## src/rtl/regfile_wr_arbiter.sv

```systemverilog
// Write-port owner for the 32x64 register file: clears X0..X(NUM_REGS-2) after reset,
// then round-robin arbitrates ALU (A) and load (B) writebacks onto one registered write port.
module regfile_wr_arbiter #(
  parameter int                DATA_W   = 64,
  parameter int                ADDR_W   = 5,
  parameter int                NUM_REGS = 32,
  parameter int                ZERO_REG = 31,
  parameter logic [DATA_W-1:0] INIT_VAL = '0
) (
  input  logic              clk,
  input  logic              reset_n,
  input  logic              a_valid,
  input  logic [ADDR_W-1:0] a_reg,
  input  logic [DATA_W-1:0] a_data,
  output logic              a_ready,
  input  logic              b_valid,
  input  logic [ADDR_W-1:0] b_reg,
  input  logic [DATA_W-1:0] b_data,
  output logic              b_ready,
  output logic [ADDR_W-1:0] writeReg,
  output logic [DATA_W-1:0] writeData,
  output logic              regWrEn,
  output logic              init_done
);

  typedef enum logic {ST_INIT, ST_RUN} state_e;
  typedef enum logic {GNT_A, GNT_B} side_e;

  localparam logic [ADDR_W-1:0] LAST_INIT_IDX = ADDR_W'(NUM_REGS - 2);
  localparam logic [ADDR_W-1:0] ZERO_IDX      = ADDR_W'(ZERO_REG);

  state_e              state_q, state_d;
  side_e               last_q, last_d;
  logic [ADDR_W-1:0]   cnt_q, cnt_d;
  logic [ADDR_W-1:0]   wr_reg_q, wr_reg_d;
  logic [DATA_W-1:0]   wr_data_q, wr_data_d;
  logic                wr_en_q, wr_en_d;
  logic                init_done_q, init_done_d;
  logic                grant_a, grant_b;

  always_comb begin
    // NOTE: every output of this block gets a default first, so no path leaves one unassigned (no latch).
    state_d     = state_q;
    last_d      = last_q;
    cnt_d       = cnt_q;
    wr_reg_d    = wr_reg_q;
    wr_data_d   = wr_data_q;
    wr_en_d     = 1'b0;
    init_done_d = init_done_q;
    grant_a     = 1'b0;
    grant_b     = 1'b0;

    unique case (state_q)
      ST_INIT: begin
        if (cnt_q <= LAST_INIT_IDX) begin
          wr_reg_d  = cnt_q;
          wr_data_d = INIT_VAL;
          wr_en_d   = 1'b1;
          cnt_d     = cnt_q + 1'b1;
        end else begin
          state_d     = ST_RUN;
          init_done_d = 1'b1;
        end
      end

      ST_RUN: begin
        // A wins contention only when B was served last, giving A,B,A,B under load.
        grant_a = a_valid && (!b_valid || (last_q == GNT_B));
        grant_b = b_valid && !grant_a;
        if (grant_a) begin
          last_d    = GNT_A;
          wr_reg_d  = a_reg;
          wr_data_d = a_data;
          wr_en_d   = (a_reg != ZERO_IDX);
        end else if (grant_b) begin
          last_d    = GNT_B;
          wr_reg_d  = b_reg;
          wr_data_d = b_data;
          wr_en_d   = (b_reg != ZERO_IDX);
        end
      end

      default: state_d = ST_INIT;
    endcase
  end

  // NOTE: state registers use non-blocking assignments so every flop samples pre-edge values.
  always_ff @(posedge clk or negedge reset_n) begin
    if (!reset_n) begin
      state_q     <= ST_INIT;
      last_q      <= GNT_B;
      cnt_q       <= '0;
      wr_reg_q    <= '0;
      wr_data_q   <= '0;
      wr_en_q     <= 1'b0;
      init_done_q <= 1'b0;
    end else begin
      state_q     <= state_d;
      last_q      <= last_d;
      cnt_q       <= cnt_d;
      wr_reg_q    <= wr_reg_d;
      wr_data_q   <= wr_data_d;
      wr_en_q     <= wr_en_d;
      init_done_q <= init_done_d;
    end
  end

  assign a_ready   = grant_a;
  assign b_ready   = grant_b;
  assign writeReg  = wr_reg_q;
  assign writeData = wr_data_q;
  assign regWrEn   = wr_en_q;
  assign init_done = init_done_q;

endmodule
```

## config.mk

```make
export PLATFORM = sky130hd
export DESIGN_NAME = regfile_wr_arbiter
export DESIGN_NICKNAME = d
export VERILOG_FILES = /design/src/rtl/regfile_wr_arbiter.sv
export SDC_FILE = /design/constraint.sdc
export NUM_CORES = 1
export LEC_CHECK = 0
export ABC_AREA = 1
export ABC_CLOCK_PERIOD_IN_PS = 3800
export CAP_MARGIN = 0
export CORE_MARGIN = 1.5
export CORE_UTILIZATION = 43
export DETAILED_ROUTE_END_ITERATION = 6
export GPL_ROUTABILITY_DRIVEN = 0
export PLACE_DENSITY = 0.85
export SYNTH_ARGS = -nofsm -noshare
export SYNTH_HDL_FRONTEND = slang
export SYNTH_SLANG_ARGS = --single-unit
export TNS_END_PERCENT = 30
```

## constraint.sdc

```tcl
create_clock -name clk -period 3.8 [get_ports clk]
set_input_delay 0.76 -clock clk [delete_from_list [all_inputs] [get_ports clk]]
set_output_delay 0.76 -clock clk [all_outputs]
set_load 0.1 [all_outputs]
```

### Yosys cells after proc, flatten, opt, wreduce, memory -nomap -nowiden

Index checks and enable logic that the tools add are counted.

* multiplexer cells: 18
* order comparisons: 1
* bitwise gates (word level): 2
* equality and inequality tests: 4
* reductions and logical operators: 10
* add/sub/neg operators: 1

Operator list (number)
* 64-bit two-way mux: 3
* 64-bit one-hot mux with 2 select lines: 1
* 5-bit two-way mux: 3
* 5-bit inequality test (second input constant): 2
* 5-bit one-hot mux with 2 select lines: 1
* 1-bit two-way mux: 9
* 2-bit AND reduction: 4
* 5-bit by 1-bit adder with 5-bit output (second input constant): 1
* 5-bit <= comparator (second input constant): 1
* 3-bit by 1-bit inequality test with 1-bit output (second input constant): 1
* 1-bit logical AND: 2
* 1-bit logical NOT: 2
* 2-bit inequality test (second input constant): 1
* 1-bit inverter: 2
* 1-bit one-hot mux with 2 select lines: 1
* 2-bit nonzero test: 1
* 1-bit logical OR: 1

* output and inout port bits: 73
* bits of input ports: 142
* logic and storage cells: 43
* register bits: 78

### Depth between registers and ports, before layout

Gate-level depths: netlist (run 1).

* depth after elaboration: 8
* depth in mapped cells: 10
* mapped depth without buffers: 8

### Worst setup path before layout (run 1)

No wires, ideal clock.

* path type: input-to-output
* start point: in a_valid
* end point: out b_ready
* data arrival time: 2.004 ns
* path buffers: 2
* required time: 3.040 ns
* slack: 1.036 ns
* stages: 5
* cell sequence: buf_2 -> nand2_2 -> clkbuf_1 -> nand2_1 -> inv_1

* word-level cells in the longest chain between the ends: 4

Ends and longest elaborated chain
* start, declared: line 12 `input logic a_valid,`
* 1-bit logical AND: line 68 `grant_a = a_valid && (!b_valid || (last_q == GNT_B));`
* 1-bit logical NOT: line 69 `grant_b = b_valid && !grant_a;`
* 1-bit logical AND: line 69
* 1-bit two-way mux: line 53 `unique case (state_q)`
* end, declared: line 19 `output logic b_ready,`

Every way passes these cells.

### Worst setup path after layout (run 1)

Same ends and word-level chain as after synthesis.

==> results.txt, run 1 <==
Setup repair bufs after CTS - 0
CTS Hold Bufs - 0
Yosys reg bits - 78
Worst Hold Class - flop to flop
Syn_area_per_cell - 7.069 um^2
CTS sink cnt - 78
DRT antenna net count - 0
Max-slew violation count - 0
Skew final - 0.009432 ns
Sequential area share after synthesis - 46.99%
Area Growth Syn to Fin - 56.83%
Final period util - 75.24%
Number of cells after detailed placement - 898
Fin Hold WS - 0.4760 ns
CP Buf/Inv Count - 4
Worst IR Drop VDD - 0.2212 mV
CP Capture Type - output pin
H-tree depth - 3
Post-synth EDFFs - 0
Synth top area cells - dfrtp_1, nand2_1, nand3_1
Library cells used by synthesis - 22
Worst-path maximum fanout - 7
Clk Latency, worst-skew pair - 0.33 ns
Via density - 4.892
Critical Path Source Type - primary input
Most numerous cell in the Yosys netlist - nand2_1
Routed WL per cell - 13.65 um
Relative slew slack - 31.67%
Max_cap viols - 0
Fillers - 779
Initial core utilization - 44.77%
CP max stage delay - 0.64 ns
Wire length on met1 - 5264 um
Largest net degree at the start of global routing - 79
Post-synth top area cell - dfrtp_1
Measured slew at the worst slew-check pin - 1.022 ns
Detailed-route via count - 4,471
Met3 wire len - 798 um
Yosys Warn Count - 0
Fmax - 349.7 MHz
Final TNS setup - 0 ns
Full die area - 10,260 um^2
Worst Setup Path Type - primary input to output pin
Metal2 WL - 6162 um
Synthesized instance count - 588
Leak - 3.302 nW
CTS root buf - clkbuf_8
Power Density - 448.7 nW/um^2
Final setup vio count - 0
Antenna violations before repair - 0
Highest metal used - met4
CP Data Required Time - 3.04 ns
Post-Syn Area - 4156 um^2
Vias in the first global route - 4,272
Post-DP HPWL - 8799 um
Most common flop cell mapped by yosys - dfrtp_1
Total CTS buffers - 9
Crit path time final - 2.859 ns
Final hold viol count - 0
Pre-antenna DRT Iters - 6
Yosys top cell area share - 46.36%
Final Util - 70.22%
DRC Markers - 0
CTS tree - built
Number of port buffers - 214
Layout cells sized above 1 - 4.586%
RSZ-0062 raised after global routing - false
First-pass GRT wire length - 19,670 um
Outcome - complete, no violations
Grt ovf - 0
CP cell instances - clkdlybuf4s50_1 > inv_2 > a21oi_2 > nand2_1 > inv_1 > buf_12
DRT iter0 DRCs - 195
Synth cell count leaders - nand2_1, nand3_1, dfrtp_1
Longest Clk Path Bufs - 2
Total design power - 2.925 mW
Slowest CP cell - clkdlybuf4s50_1
CP top delay family - buffers and inverters
FP Rows - 35
Crit path DAT - 2.10 ns
Gr usage total - 23.98%
Fin nets - 924
Clk slew on worst S/H paths - 0.08 ns
Post-Route WL - 12,480 um
Layout Cells excl Fill - 914
CTS-repair resized insts - 0
# diodes - 0
Async S/R FF share, synth - 100.0%
Die Width - 101.3 um
Syn nets - 732
I/O pin cnt - 215
Area of the core - 9284 um^2
Die Y - 101.3 um
worst min-delay path, stage by stage, from the launching register on:
cell     delay (ns)
dfrtp_1        0.35
inv_1          0.04
nand2_1        0.06
metrics by stage:
| step | area, um^2 | setup WS [ns] |
|---|---|---|
| after floorplan | 4156 | 1.036 |
| final | 6519 | 0.9408 |
| after detailed placement | 6292 | 0.9684 |
| after global routing | 6519 | 0.8694 |
| after CTS | 6519 | 0.9707 |
| after global placement | 6292 | 1.058 |
cells by family (layout without fill, tap and decap cells):
| kind of cell | after synthesis | after routing | share of synthesized area (%) |
|---|---|---|---|
| adder cells (fa/ha/maj) | 2 | 2 | 0.6020 |
| buffers and inverters | 49 | 246 | 6.502 |
| AND/OR/NAND/NOR | 450 | 450 | 44.40 |
| AO/OA/AOI/OAI | 6 | 6 | 0.8731 |
| XOR/XNOR | 3 | 3 | 0.6323 |
| flip-flops | 78 | 78 | 46.99 |
flip-flops by register name (all words and copies together), names as in the netlist:
register   flops
writeReg       5
regWrEn        1
writeData     64
last_q         1
state_q        1
cnt_q          5
init_done      1
area by class of cell:
| type | count | area, um^2 | share of cell area (%) |
|---|---|---|---|
| Timing Repair Buffer | 219 | 2197 | 33.70 |
| Sequential cell | 78 | 1954 | 29.98 |
| Multi-Input combinational cell | 461 | 1938 | 29.73 |
| Tap cell | 129 | 161.4 | 2.476 |
| Clock buffer | 13 | 158.9 | 2.438 |
| Clock inverter | 3 | 67.56 | 1.036 |
| Inverter | 11 | 41.29 | 0.6334 |
power breakdown:
part | internal (mW) | leakage, nW | total, mW | switching (mW)
combinational | 0.354 | 2.27 | 1.27 | 0.915
clock | 0.407 | 0.110 | 0.691 | 0.284
sequential | 0.918 | 0.923 | 0.965 | 0.0470
total | 1.68 | 3.30 | 2.93 | 1.25
metal layers:
layer,vias up,global-route usage [%]
li1,2214,-
met1,2068,29.02
met2,163,42.95
met3,26,4.762
met4,0,7.692
met5,-,0
cells in the final DEF, fill, tap and decap left out, drive strengths merged:
| cell | instances |
|---|---|
| o21ai | 4 |
| a21oi | 1 |
| nor2 | 1 |
| nand3 | 82 |
| nand2 | 360 |
| clkdlybuf4s50 | 211 |
| dfrtp | 77 |
| nand4 | 6 |
| inv | 11 |
| bufinv | 2 |
| buf | 8 |
| nand3b | 1 |
| clkinvlp | 1 |
| o211ai | 1 |
| clkbuf | 13 |
| ha | 2 |
| dfstp | 1 |
| xnor2 | 2 |
| xor2 | 1 |
final timing paths:
check,start,end,slack [ns],cells after the start
worst max register to register,state_q,writeData[37],1.55,6
worst max-delay path,a_valid,b_ready,0.94,6
worst min-delay path,init_done,init_done,0.48,2
min in group asynchronous,reset_n,writeData[57],0.57,1
worst min register to register,init_done,init_done,0.48,2
max in group asynchronous,reset_n,state_q,2.55,1
No activity file was read; power rests on OpenSTA's default activity.
==> run 2: changes to the inputs <==
Settings changed: ABC_CLOCK_PERIOD_IN_PS 3800 to 2400, CORE_UTILIZATION 43 to 36, PLACE_DENSITY 0.85 to 0.76.
Clock period 3.8 ns to 2.4 ns, I/O delays scaled along.
==> run 2 against run 1 <==
Clock-buffer cell count is 2 lower. Critical path depth stayed put. Flip-flop and latch count stayed put. Register-to-register slack worse by 0.91 ns. Sequential power is 60% higher.
==> results.txt, run 2 (synthesis gave the netlist of run 1 again) <==
Fin nets - 932 (+0.87%)
DRT iter0 DRCs - 267 (+37%)
Setup repair bufs after CTS - 0 (unchanged)
Vias in the first global route - 4,364 (+2.2%)
Worst Setup Path Type - primary input to output pin
Final Util - 57.76% (-12 points)
Power Density - 746.2 nW/um^2 (+66%)
Longest Clk Path Bufs - 2 (unchanged)
Pre-antenna DRT Iters - 4 (-2)
Antenna violations before repair - 0 (unchanged)
Total CTS buffers - 9 (unchanged)
Worst Hold Class - primary input to asynchronous set/reset pin
Worst IR Drop VDD - 0.4130 mV (+87%)
Post-place setup slack - 0.2455 ns (-0.7228 ns)
RSZ-0062 raised after global routing - false
Layout cells sized above 1 - 14.75% (+10 points)
Worst-path maximum fanout - 7 (unchanged)
CTS tree - built
Detailed-route via count - 4,475 (+0.089%)
Final hold viol count - 0 (unchanged)
CTS-repair resized insts - 0 (unchanged)
Fmax - 460.4 MHz
Worst Slack Setup Final - 0.2282 ns (-0.7126 ns)
Largest net degree at the start of global routing - 70 (-11%)
Post-DP HPWL - 9136 um (+3.8%)
Number of port buffers - 214 (unchanged)
Max-slew violation count - 0 (unchanged)
Relative slew slack - 60.95% (+29 points)
Die Y - 110.5 um (+9.0%)
Skew final - 0.005167 ns (-0.004265 ns)
Most frequent cells in the layout - nand2_1, clkdlybuf4s50_1, buf_4
Via density - 4.781 (-2.3%)
CP max stage delay - 0.64 ns (about the same)
DRT antenna net count - 0 (unchanged)
Area Growth Syn to Fin - 57.31%
Max FFs per register - 64 (unchanged)
CP Data Required Time - 1.92 ns (-1.12 ns)
Final TNS setup - 0 ns (unchanged)
First-pass GRT wire length - 20,630 um (+4.9%)
Leak - 3.475 nW (+5.2%)
Commonest non-fill, non-tap cell in the layout - nand2_1
Crit path DAT - 1.69 ns (-0.41 ns)
Routed WL per cell - 13.10 um (-4.0%)
Crit path time final - 2.172 ns
Measured slew at the worst slew-check pin - 0.5858 ns (-0.4360 ns)
CTS root buf - clkbuf_16
Clk slew on worst S/H paths - 0.06 ns (-0.02 ns)
Max_cap viols - 0 (unchanged)
FP Rows - 39 (+11%)
CP Capture Type - output pin
# diodes - 0 (unchanged)
Final setup vio count - 0 (unchanged)
CTS sink cnt - 78 (unchanged)
Initial core utilization - 36.72% (-8.1 points)
Slowest CP cell - clkdlybuf4s50_1
I/O pin cnt - 215 (unchanged)
CP cell instances - clkdlybuf4s50_1 > inv_2 > a21oi_2 > nand2_1 > inv_1 > buf_12
Outcome - complete, no violations
Post-Route WL - 12,260 um (-1.7%)
Die Width - 110.5 um (+9.0%)
Critical Path Source Type - primary input
Final period util - 90.49%
Area of the core - 11,320 um^2 (+22%)
CTS Hold Bufs - 0 (unchanged)
Grt ovf - 0 (unchanged)
Clk Latency, worst-skew pair - 0.33 ns (about the same)
H-tree depth - 3 (unchanged)
Full die area - 12,200 um^2 (+19%)
Gr usage total - 20.42% (-3.6 points)
DRC Markers - 0 (unchanged)
==> run 2: cell count changes in the layout (fill, tap and decap cells not counted) <==
cell,before,now
clkinv_2,0,2
buf_4,6,82
clkdlybuf4s50_1,211,140
clkbuf_1,2,0
bufinv_16,2,1
inv_6,0,1
clkbuf_16,0,9
buf_12,2,5
clkbuf_8,11,2
==> run 2: power breakdown <==
group | internal (mW) | switching, mW | total [mW]
sequential | 1.46 | 0.0803 | 1.54
combinational | 0.525 | 1.44 | 1.96
clock | 0.861 | 0.517 | 1.38
==> run 2: layout make-up <==
cell class / instances / area [um^2]
Clock buffer: 11 / 252.7
Clock inverter: 5 / 56.30
Fill cell: 1042 / 4782
Inverter: 11 / 41.29
Multi-Input combinational cell: 461 / 1938
Sequential cell: 78 / 1954
Tap cell: 143 / 178.9
Timing Repair Buffer: 227 / 2117
==> run 2: worst paths after layout <==
kind / endpoint / depth (start not counted) / slack [ns] / startpoint
max in group asynchronous: writeData[23] / 2 / 1.58 / reset_n
worst max register to register: writeData[50] / 9 / 0.64 / last_q
worst min-delay path: writeData[13] / 1 / 0.15 / reset_n
min in group clk: init_done / 2 / 0.46 / init_done
worst max-delay path: b_ready / 6 / 0.23 / a_valid
worst min register to register: init_done / 2 / 0.46 / init_done
==> run 2: worst max-delay path: cells and delay by family <==
kind / cells / cell delay (ns)
AO/OA/AOI/OAI: 1 / 0.14
AND/OR/NAND/NOR: 1 / 0.07
buffers and inverters: 4 / 0.98
==> run 2: per-layer routing <==
layer	share of wire [%]	routed length (um)	global-route usage [%]
met2	49	6019	35.43
met5	0	0	0
met1	42	5136	24.70
met4	1.5	182	6.410
met3	7.5	925	5.434
==> run 2: per-stage QoR <==
| stage | hold slack, ns | std cells | area, um^2 | total power, mW |
|---|---|---|---|---|
| 2_1_floorplan | 0.1844 | 588 | 4156 | 2.919 |
| 3_3_place_gp | 0.4557 | 920 | 6230 | 3.515 |
| 3_5_place_dp | 0.4539 | 920 | 6230 | 3.534 |
| 4_1_cts | 0.1644 | 936 | 6539 | 4.932 |
| 5_1_grt | 0.1924 | 936 | 6539 | 5.097 |
| 6_report | 0.1478 | 936 | 6539 | 4.879 |
